--- config.mk ---
export PLATFORM = sky130hd
export DESIGN_NAME = fpu_test_sequencer
export DESIGN_NICKNAME = d
export VERILOG_FILES = /design/src/rtl/fpu_test_pkg.sv /design/src/rtl/test_vector_rom.sv /design/src/rtl/fpu_test_sequencer.sv
export SDC_FILE = /design/constraint.sdc
export NUM_CORES = 1
export LEC_CHECK = 0
export CAP_MARGIN = 20
export CORE_MARGIN = 2
export CORE_UTILIZATION = 50
export DETAILED_ROUTE_END_ITERATION = 16
export PLACE_DENSITY = 0.82
export SYNTH_ARGS = -nofsm -noshare
export SYNTH_HDL_FRONTEND = slang
export SYNTH_SLANG_ARGS = --single-unit
export TNS_END_PERCENT = 1
--- constraint.sdc ---
create_clock -name clk -period 3.35 [get_ports clk]
set_input_delay 0.67 -clock clk [delete_from_list [all_inputs] [get_ports clk]]
set_output_delay 0.67 -clock clk [all_outputs]
set_load 0.01 [all_outputs]
--- src/rtl/fpu_test_pkg.sv ---
// Shared types and constants for the FPU test sequencer.
package fpu_test_pkg;

    typedef enum logic [1:0] {
        IDLE  = 2'd0,
        ISSUE = 2'd1,
        WAIT  = 2'd2,
        SHOW  = 2'd3
    } state_e;

    localparam logic [31:0] ERROR_PATTERN = 32'hDEAD_BEEF;

    // One operand pair as stored in the vector ROM.
    typedef struct packed {
        logic [31:0] a;
        logic [31:0] b;
    } vector_t;

endpackage

--- src/rtl/test_vector_rom.sv ---
// Synchronous-read operand ROM of IEEE-754 pairs, registered output, 1-cycle latency.
module test_vector_rom
    import fpu_test_pkg::*;
#(
    parameter int unsigned NUM_VECTORS = 16
) (
    input  logic                           clk,
    input  logic                           reset,
    input  logic [$clog2(NUM_VECTORS)-1:0] addr,
    output vector_t                        data
);

    localparam int unsigned ADDR_W = $clog2(NUM_VECTORS);

    logic [7:0] addr_ext;
    vector_t    data_d;
    vector_t    data_q;

    // Vector contents; entries past the directed set get a simple index-tagged pattern.
    always_comb begin
        addr_ext = 8'(addr);
        data_d   = '0;
        case (addr_ext)
            8'd0:    data_d = {32'h3FC0_0000, 32'h4000_0000}; // 1.5, 2.0
            8'd1:    data_d = {32'h4049_0FDB, 32'h402D_F854}; // pi, e
            8'd2:    data_d = {32'hBF80_0000, 32'h3F80_0000}; // -1.0, 1.0
            8'd3:    data_d = {32'h7F80_0000, 32'h0000_0000}; // +inf, +0
            8'd4:    data_d = {32'h7FC0_0000, 32'h3F80_0000}; // qNaN, 1.0
            8'd5:    data_d = {32'h0000_0001, 32'h0000_0001}; // min denormals
            8'd6:    data_d = {32'h7F7F_FFFF, 32'h7F7F_FFFF}; // max finite
            8'd7:    data_d = {32'h8000_0000, 32'h0000_0000}; // -0, +0
            8'd8:    data_d = {32'h4120_0000, 32'h40A0_0000}; // 10, 5
            8'd9:    data_d = {32'h3DCC_CCCD, 32'h3E4C_CCCD}; // 0.1, 0.2
            8'd10:   data_d = {32'hC2C8_0000, 32'h42C8_0000}; // -100, 100
            8'd11:   data_d = {32'h0080_0000, 32'h3F00_0000}; // min normal, 0.5
            8'd12:   data_d = {32'h4B80_0000, 32'h3F80_0000}; // 2^24, 1.0
            8'd13:   data_d = {32'h3EAA_AAAB, 32'h4040_0000}; // 1/3, 3
            8'd14:   data_d = {32'hFF80_0000, 32'h7F80_0000}; // -inf, +inf
            8'd15:   data_d = {32'h447A_0000, 32'h3A83_126F}; // 1000, 0.001
            default: data_d = {8'h40, addr_ext, 16'h0000, 32'h3F80_0000};
        endcase
    end

    // Registered read port.
    always_ff @(posedge clk) begin
        if (!reset) begin
            data_q <= '0;
        end else begin
            data_q <= data_d;
        end
    end

    assign data = data_q;

    logic unused_addr_w;
    assign unused_addr_w = ^ADDR_W;

endmodule

--- src/rtl/fpu_test_sequencer.sv ---
// Button-driven sequencer: issues ROM operand pairs to an FPU and shows results bytewise on LEDs.
module fpu_test_sequencer
    import fpu_test_pkg::*;
#(
    parameter int unsigned NUM_VECTORS = 16,
    parameter int unsigned TIMEOUT     = 1024
) (
    input  logic        clk,
    input  logic        reset,
    input  logic        button_pulse,
    input  logic        fpu_done,
    input  logic [31:0] fpu_result,
    output logic        fpu_start,
    output logic [31:0] fpu_a,
    output logic [31:0] fpu_b,
    output logic [7:0]  leds,
    output logic        busy,
    output logic        error
);

    localparam int unsigned IDX_W = $clog2(NUM_VECTORS);
    localparam int unsigned CNT_W = $clog2(TIMEOUT);

    state_e             state_q,     state_d;
    logic [IDX_W-1:0]   vec_idx_q,   vec_idx_d;
    logic [1:0]         byte_sel_q,  byte_sel_d;
    logic [CNT_W-1:0]   wait_cnt_q,  wait_cnt_d;
    logic [31:0]        result_q,    result_d;
    logic [31:0]        fpu_a_q,     fpu_a_d;
    logic [31:0]        fpu_b_q,     fpu_b_d;
    logic               fpu_start_q, fpu_start_d;
    logic [7:0]         leds_q,      leds_d;
    logic               error_q,     error_d;
    vector_t            rom_data;

    // ROM is addressed with the next index so the pair is ready during the ISSUE cycle.
    test_vector_rom #(
        .NUM_VECTORS (NUM_VECTORS)
    ) u_rom (
        .clk   (clk),
        .reset (reset),
        .addr  (vec_idx_d),
        .data  (rom_data)
    );

    // Next-state and next-output logic.
    always_comb begin
        state_d     = state_q;
        vec_idx_d   = vec_idx_q;
        byte_sel_d  = byte_sel_q;
        wait_cnt_d  = wait_cnt_q;
        result_d    = result_q;
        fpu_a_d     = fpu_a_q;
        fpu_b_d     = fpu_b_q;
        fpu_start_d = 1'b0;
        leds_d      = leds_q;
        error_d     = error_q;

        case (state_q)
            IDLE: begin
                if (button_pulse) begin
                    state_d = ISSUE;
                end
            end
            ISSUE: begin
                state_d     = WAIT;
                fpu_a_d     = rom_data.a;
                fpu_b_d     = rom_data.b;
                fpu_start_d = 1'b1;
                wait_cnt_d  = '0;
                error_d     = 1'b0;
            end
            WAIT: begin
                if (fpu_done) begin
                    result_d   = fpu_result;
                    byte_sel_d = 2'd3;
                    state_d    = SHOW;
                end else if (wait_cnt_q == CNT_W'(TIMEOUT - 1)) begin
                    result_d   = ERROR_PATTERN;
                    error_d    = 1'b1;
                    byte_sel_d = 2'd3;
                    state_d    = SHOW;
                end else begin
                    wait_cnt_d = wait_cnt_q + CNT_W'(1);
                end
            end
            SHOW: begin
                if (button_pulse) begin
                    if (byte_sel_q != 2'd0) begin
                        byte_sel_d = byte_sel_q - 2'd1;
                    end else begin
                        vec_idx_d = vec_idx_q + IDX_W'(1);
                        state_d   = ISSUE;
                    end
                end
            end
            default: begin
                state_d = IDLE;
            end
        endcase

        // LEDs track the selected byte while showing; otherwise they hold (IDLE only follows reset).
        if (state_d == SHOW) begin
            leds_d = result_d[{byte_sel_d, 3'b000} +: 8];
        end else if (state_d == IDLE) begin
            leds_d = 8'h00;
        end
    end

    // State and output registers with synchronous active-low reset.
    always_ff @(posedge clk) begin
        if (!reset) begin
            state_q     <= IDLE;
            vec_idx_q   <= '0;
            byte_sel_q  <= 2'd3;
            wait_cnt_q  <= '0;
            result_q    <= '0;
            fpu_a_q     <= '0;
            fpu_b_q     <= '0;
            fpu_start_q <= 1'b0;
            leds_q      <= '0;
            error_q     <= 1'b0;
        end else begin
            state_q     <= state_d;
            vec_idx_q   <= vec_idx_d;
            byte_sel_q  <= byte_sel_d;
            wait_cnt_q  <= wait_cnt_d;
            result_q    <= result_d;
            fpu_a_q     <= fpu_a_d;
            fpu_b_q     <= fpu_b_d;
            fpu_start_q <= fpu_start_d;
            leds_q      <= leds_d;
            error_q     <= error_d;
        end
    end

    assign fpu_start = fpu_start_q;
    assign fpu_a     = fpu_a_q;
    assign fpu_b     = fpu_b_q;
    assign leds      = leds_q;
    assign error     = error_q;
    assign busy      = (state_q == ISSUE) || (state_q == WAIT);

endmodule

# [Yosys cells after proc, flatten, opt, wreduce, memory -nomap -nowiden]
# Memory sizes are Yosys's and may differ from the RTL's. A register that Yosys moved wholly into a read port is not among the register bits.
# Index checks and enable logic that the tools add are counted.
[totals] ff_bits=156 latch_bits=0 ram_bits=0 rom_bits=1008 input_bits=36 output_inout_bits=75 elab_cells=59 memories=1
[mem_list] memory="(no name shown)" words=16 word_bits=63 rd=1 rd_clocked_by_memory_dff=1 write_ports=0 line_no="test_vector_rom.sv:23" text="case (addr_ext)"
[classes] add_sub_neg=3 multipliers=0 n_div=0 n_lt_le_gt_ge=0 n_eq_ne=8 shift=1 mux=26 bitwise_logic=0 reduce_logical=9
[op_table] op="32-bit 2-to-1 mux" n=3
[op_table] op="32-bit by 6-bit variable part select with 8-bit output" n=1
[op_table] op="10-bit 2-to-1 mux" n=2
[op_table] op="10-bit one-hot mux with 2 select lines" n=1
[op_table] op="2-bit 2-to-1 mux" n=9
[op_table] op="8-bit 2-to-1 mux" n=2
[op_table] op="4-bit 2-to-1 mux" n=3
[op_table] op="10-bit by 1-bit adder with 10-bit output (second input constant)" n=1
[op_table] op="10-bit equality test (second input constant)" n=1
[op_table] op="2-bit one-hot mux with 4 select lines" n=1
[op_table] op="2-bit equality test (second input constant)" n=3
[op_table] op="2-bit != test (second input constant)" n=3
[op_table] op="3-bit AND reduction" n=2
[op_table] op="2-bit nonzero test" n=3
[op_table] op="4-bit by 1-bit adder with 4-bit output (second input constant)" n=1
[op_table] op="2-bit zero test" n=2
[op_table] op="2-bit one-hot mux with 2 select lines" n=1
[op_table] op="1-bit 2-to-1 mux" n=3
[op_table] op="2-bit by 1-bit equality test with 1-bit output (second input constant)" n=1
[op_table] op="1-bit one-hot mux with 2 select lines" n=1
[op_table] op="2-bit by 1-bit subtractor with 2-bit output (second input constant)" n=1
[op_table] op="1-bit zero test" n=1
[op_table] op="1-bit logical OR" n=1

# [Longest topological paths before layout]
[depth] depth_word=7 mapped_depth=13

# [By module]
# From an unflattened synthesis, not the netlist that was laid out.
[unflattened] cells_unflattened=695 area_unflattened_um2=6680.2
[modules_own_cells] mod="fpu_test_sequencer" instances=1 cells_each=509 area_each_um2=4934.7
[modules_own_cells] mod="test_vector_rom" instances=1 cells_each=186 area_each_um2=1745.4

# [Least setup slack after synthesis]
# Ideal clock, no wire load.
[synth_timing] path_type="register to register" startpoint="register state_q[0]" endpoint="register, netlist name u_rom.data[58]" setup_ps=74 arrival_time_ps=2448 slack_ps=828 stages_incl_launch_ff=12 n_path_buf=2 cell_sequence="dfxtp_1 ha_1 and4bb_1 buf_6 nand2_1 nand2_1 inv_1 ha_1 clkbuf_1 or3_1 a21o_1 a31oi_1"
[synth_via] elab_chain_len=2
[synth_rtl] item="from (decl)" line_no="fpu_test_sequencer.sv:24" text="state_e state_q, state_d;"
[synth_rtl] item="from (signal assigned)" line_no="fpu_test_sequencer.sv:124" text="state_q <= state_d;"
[synth_rtl] item="2-bit equality test" line_no="fpu_test_sequencer.sv:59" text="case (state_q)"
[synth_rtl] item="4-bit 2-to-1 mux" line_no="fpu_test_sequencer.sv:59"
[synth_rtl] item="net u_rom.addr[1]" line_no="test_vector_rom.sv:9" text="input logic [$clog2(NUM_VECTORS)-1:0] addr,"
# The timed path passes the listed nets, and every way through them passes these cells.
# A chain may end at the register's enable or synchronous reset.

# [Final worst setup path]
[layout_timing] startpoint="register state_q[0]" endpoint="register leds_q[3], in the netlist leds[3]"
[layout_via] word_cells_on_any_way=17
[layout_lines] item="2-bit equality test, or another cell as far along" line_no="fpu_test_sequencer.sv:59"
[layout_lines] item="2-bit one-hot mux with 4 select lines (*)" line_no="fpu_test_sequencer.sv:59"
[layout_lines] item="net state_d[1]" line_no="fpu_test_sequencer.sv:24"
[layout_lines] item="2-bit equality test / 2-bit zero test (equally long branches)" line_no="fpu_test_sequencer.sv:103, fpu_test_sequencer.sv:105"
[layout_lines] item="8-bit 2-to-1 mux / 2-bit nonzero test (equally long branches)"
[layout_lines] item="to (signal assigned)" line_no="fpu_test_sequencer.sv:132" text="leds_q <= leds_d;"
[layout_lines] item="to (decl)" line_no="fpu_test_sequencer.sv:32" text="logic [7:0] leds_q, leds_d;"
# The timed path passes the listed nets; every way through them passes the cells marked *.

==> results.cfg <==
[clock_tree]
clkLatencyLatePin_ns = 0.42
cts.sinks = 130
cts_max_level = 4
hold_buffers = 0
cts_tree = built
cts_resized = 0
cts_max_path_buffers = 2
path_clk_slew_ns = 0.06
root_buffer = clkbuf_16
post-cts-setup-buffers = 0
numCtsBuffers = 17

[cells_and_area]
final_cell_mix = 130 x dfxtp_1, 109 x clkdlybuf4s50_1, 65 x nor2_1, 42 x mux2i_1, 36 x nand2_1
drive_gt1_share_pct = 16.0
final_common_cell = dfxtp_1
nNetsFinal = 751
diodes = 0
syn2layout_area_growth_pct = 26.5
fin_area_um2 = 7570
post-route-util_pct = 65.5

[setup_path]
critical_path.top_delay_family = compound AO/OA/AOI/OAI gates
reg2reg_depth = 10
cp-end-kind = register
startpoint = state_q[0]$_SDFF_PN0_
crit_type = register to register
arrival_ns = 3.09
reg2reg_slack_ns = 0.60
worstSetupStartpointType = register
cp.required_ns = 3.69
cp_max_fo = 12
worstPathCellList = inv_1 -> ha_1 -> buf_4 -> nor2_1 -> o22ai_1 -> ha_1 -> nor2_1 -> a21boi_4 -> o221ai_1 -> o211ai_1
crit_buf_inv = 2
critPathSlowestCell = dfxtp_1
cp_slowest_stage_delay_ns = 0.43
reg2reg_from = state_q[0]$_SDFF_PN0_
rr_endpoint = leds[3]$_SDFFE_PN0P_

[min_path]
hold_path_class = register to register
min_path_cells = 2
min_to = result_q[29]$_SDFF_PN0_
hp-start = result_q[29]$_SDFF_PN0_

[outcome]
outcome = finished, final reports clean

[die]
io_pins = 111
num_rows = 39
core_area_um2 = 11600
dieWidth_um = 113
fp.dieH_um = 113
die_area_um2 = 12900
start_util_pct = 51.7

[yosys]
yosys.cell_types.count = 77
async_reset_ff_share_pct = 0
ys_seq_area_share_pct = 43.5
ys_seq_elements = 130
syn_area_um2 = 5980
yosysWarnings = 0
syn_avg_cell_area_um2 = 9.68
ys.flop_type = dfxtp_1
syn-num-nets = 669
synthCells = 618
synth_edf_count = 0

[sta]
hold_violations = 0
tns_ns = 0
skew_ns = 0.00983
min_period_ns = 2.75
max_freq_ghz = 0.364
slew_viol_final = 0
relSlewSlack_pct = 59.1
finalSetupViolCount = 0
period_share_pct = 82.0
rsz0062_at_grt = false
worstMarginPinSlew_ns = 0.612

[drt]
num_vias = 4967
routed_wl_um = 14300
postRouteAntennaNets = 0
drc_errors = 0
post_drt_via_cell_ratio = 5.80
dr.pass1.iters = 5
wire_per_inst_um = 16.7
drtIter0Drc = 206

[global_route]
grt_util_met3_pct = 5.42
grt_use_met2_pct = 39.1
overflow = 0
use_met1_pct = 28.0
grt_max_degree = 38
grt.busiest_layer = met2
grt_pass1_wl_um = 23600
grt_antenna_before_repair = 0
gr-usage-all-layers_pct = 22.7
grt_pass1_vias = 4836

[place]
port_buffers = 109
hpwl_um = 10200
dpl-instance-area_um2 = 7000
place_congestion = 0.898

[power]
vdd_drop_max_v = 0.000300
power_density_nw_per_um2 = 497
leakagePower_nw = 2.86

[run]
drv_cap = 0
-- sequential cells by signal (all words and copies together) (netlist names) --
signal      cells
byte_sel_q      2
error           1
fpu_a          22
fpu_b          13
fpu_start       1
leds            8
result_q       32
state_q         2
u_rom.data     35
vec_idx_q       4
wait_cnt_q     10
-- worst max-delay path by stage --
stage                                     end  slack (ns)  depth (start not counted)
floorplan           u_rom.data[58]$_SDFF_PN0_        0.83                         11
global placement    u_rom.data[51]$_SDFF_PN0_        0.40                          9
detailed placement  u_rom.data[16]$_SDFF_PN0_        0.38                         11
CTS                      leds[3]$_SDFFE_PN0P_        0.59                         10
global route             leds[3]$_SDFFE_PN0P_        0.35                         10
finish                   leds[3]$_SDFFE_PN0P_        0.60                         10
-- tightest hold or removal path, cell delays in order, from the launching register on --
cell and delay, ns:
dfxtp_1 0.31, nand2_1 0.05, a21oi_1 0.05
-- synth_stat cells, types with 5 or more instances --
cell | number | area, µm²
dfxtp_1 | 130 | 2600
nor2_1 | 65 | 244
mux2i_1 | 42 | 420
nand2_1 | 36 | 135
buf_4 | 34 | 255
a21oi_1 | 30 | 150
o21ai_0 | 27 | 135
o221a_2 | 24 | 270
nand3_1 | 19 | 95.1
inv_1 | 16 | 60.1
ha_1 | 15 | 188
clkbuf_1 | 13 | 48.8
o211ai_1 | 12 | 90.1
buf_1 | 11 | 41.3
xnor2_1 | 8 | 70.1
buf_2 | 7 | 35.0
nor3_1 | 7 | 35.0
o221ai_1 | 7 | 61.3
or3_1 | 7 | 43.8
mux2_2 | 5 | 56.3
o21a_1 | 5 | 37.5
-- routing by layer --
metal	up-vias	share of wire (%)
met1	2330	43
met3	25	6.6
met4	0	2.0
met2	235	49
li1	2377	-
met5	-	0
-- stage by stage --
| step | setup slack [ns] | hold WS, ns | instances | total power [W] |
|---|---|---|---|---|
| 2_1_floorplan | 0.828 | 0.433 | 618 | 0.00190 |
| 3_3_place_gp | 0.395 | 0.440 | 824 | 0.00203 |
| 3_5_place_dp | 0.383 | 0.448 | 824 | 0.00204 |
| 4_1_cts | 0.593 | 0.457 | 856 | 0.00379 |
| 5_1_grt | 0.353 | 0.484 | 856 | 0.00390 |
| 6_report | 0.602 | 0.457 | 856 | 0.00376 |
-- cells by family (layout without fill, tap and decap cells) --
family	count (synthesis)	in the layout	share of synthesized area (%)
AOI/OAI and AO/OA	161	161	20.9
xor gates and xnor gates	9	9	1.63
adders and majority gates	15	15	3.14
buffers and inverters	87	182	8.32
DFF	130	130	43.5
muxes	48	48	8.34
other	1	1	0.0627
and+or+nand+nor	167	167	14.1
-- cell type report --
type	count	area, µm²
well taps	143	179
clock buffers	18	439
flip-flops and latches	130	2600
repair buffers	132	1260
clock inverters	14	128
inverters	18	72.6
multi-input cells	401	2890
fillers	913	4000
-- where the power goes --
part | internal (W) | switching [W]
Combinational | 0.000187 | 0.000200
Sequential | 0.00159 | 0.0000298
Clock | 0.00105 | 0.000704
Total | 0.00282 | 0.000934
Power figures use the tool's default switching activity.
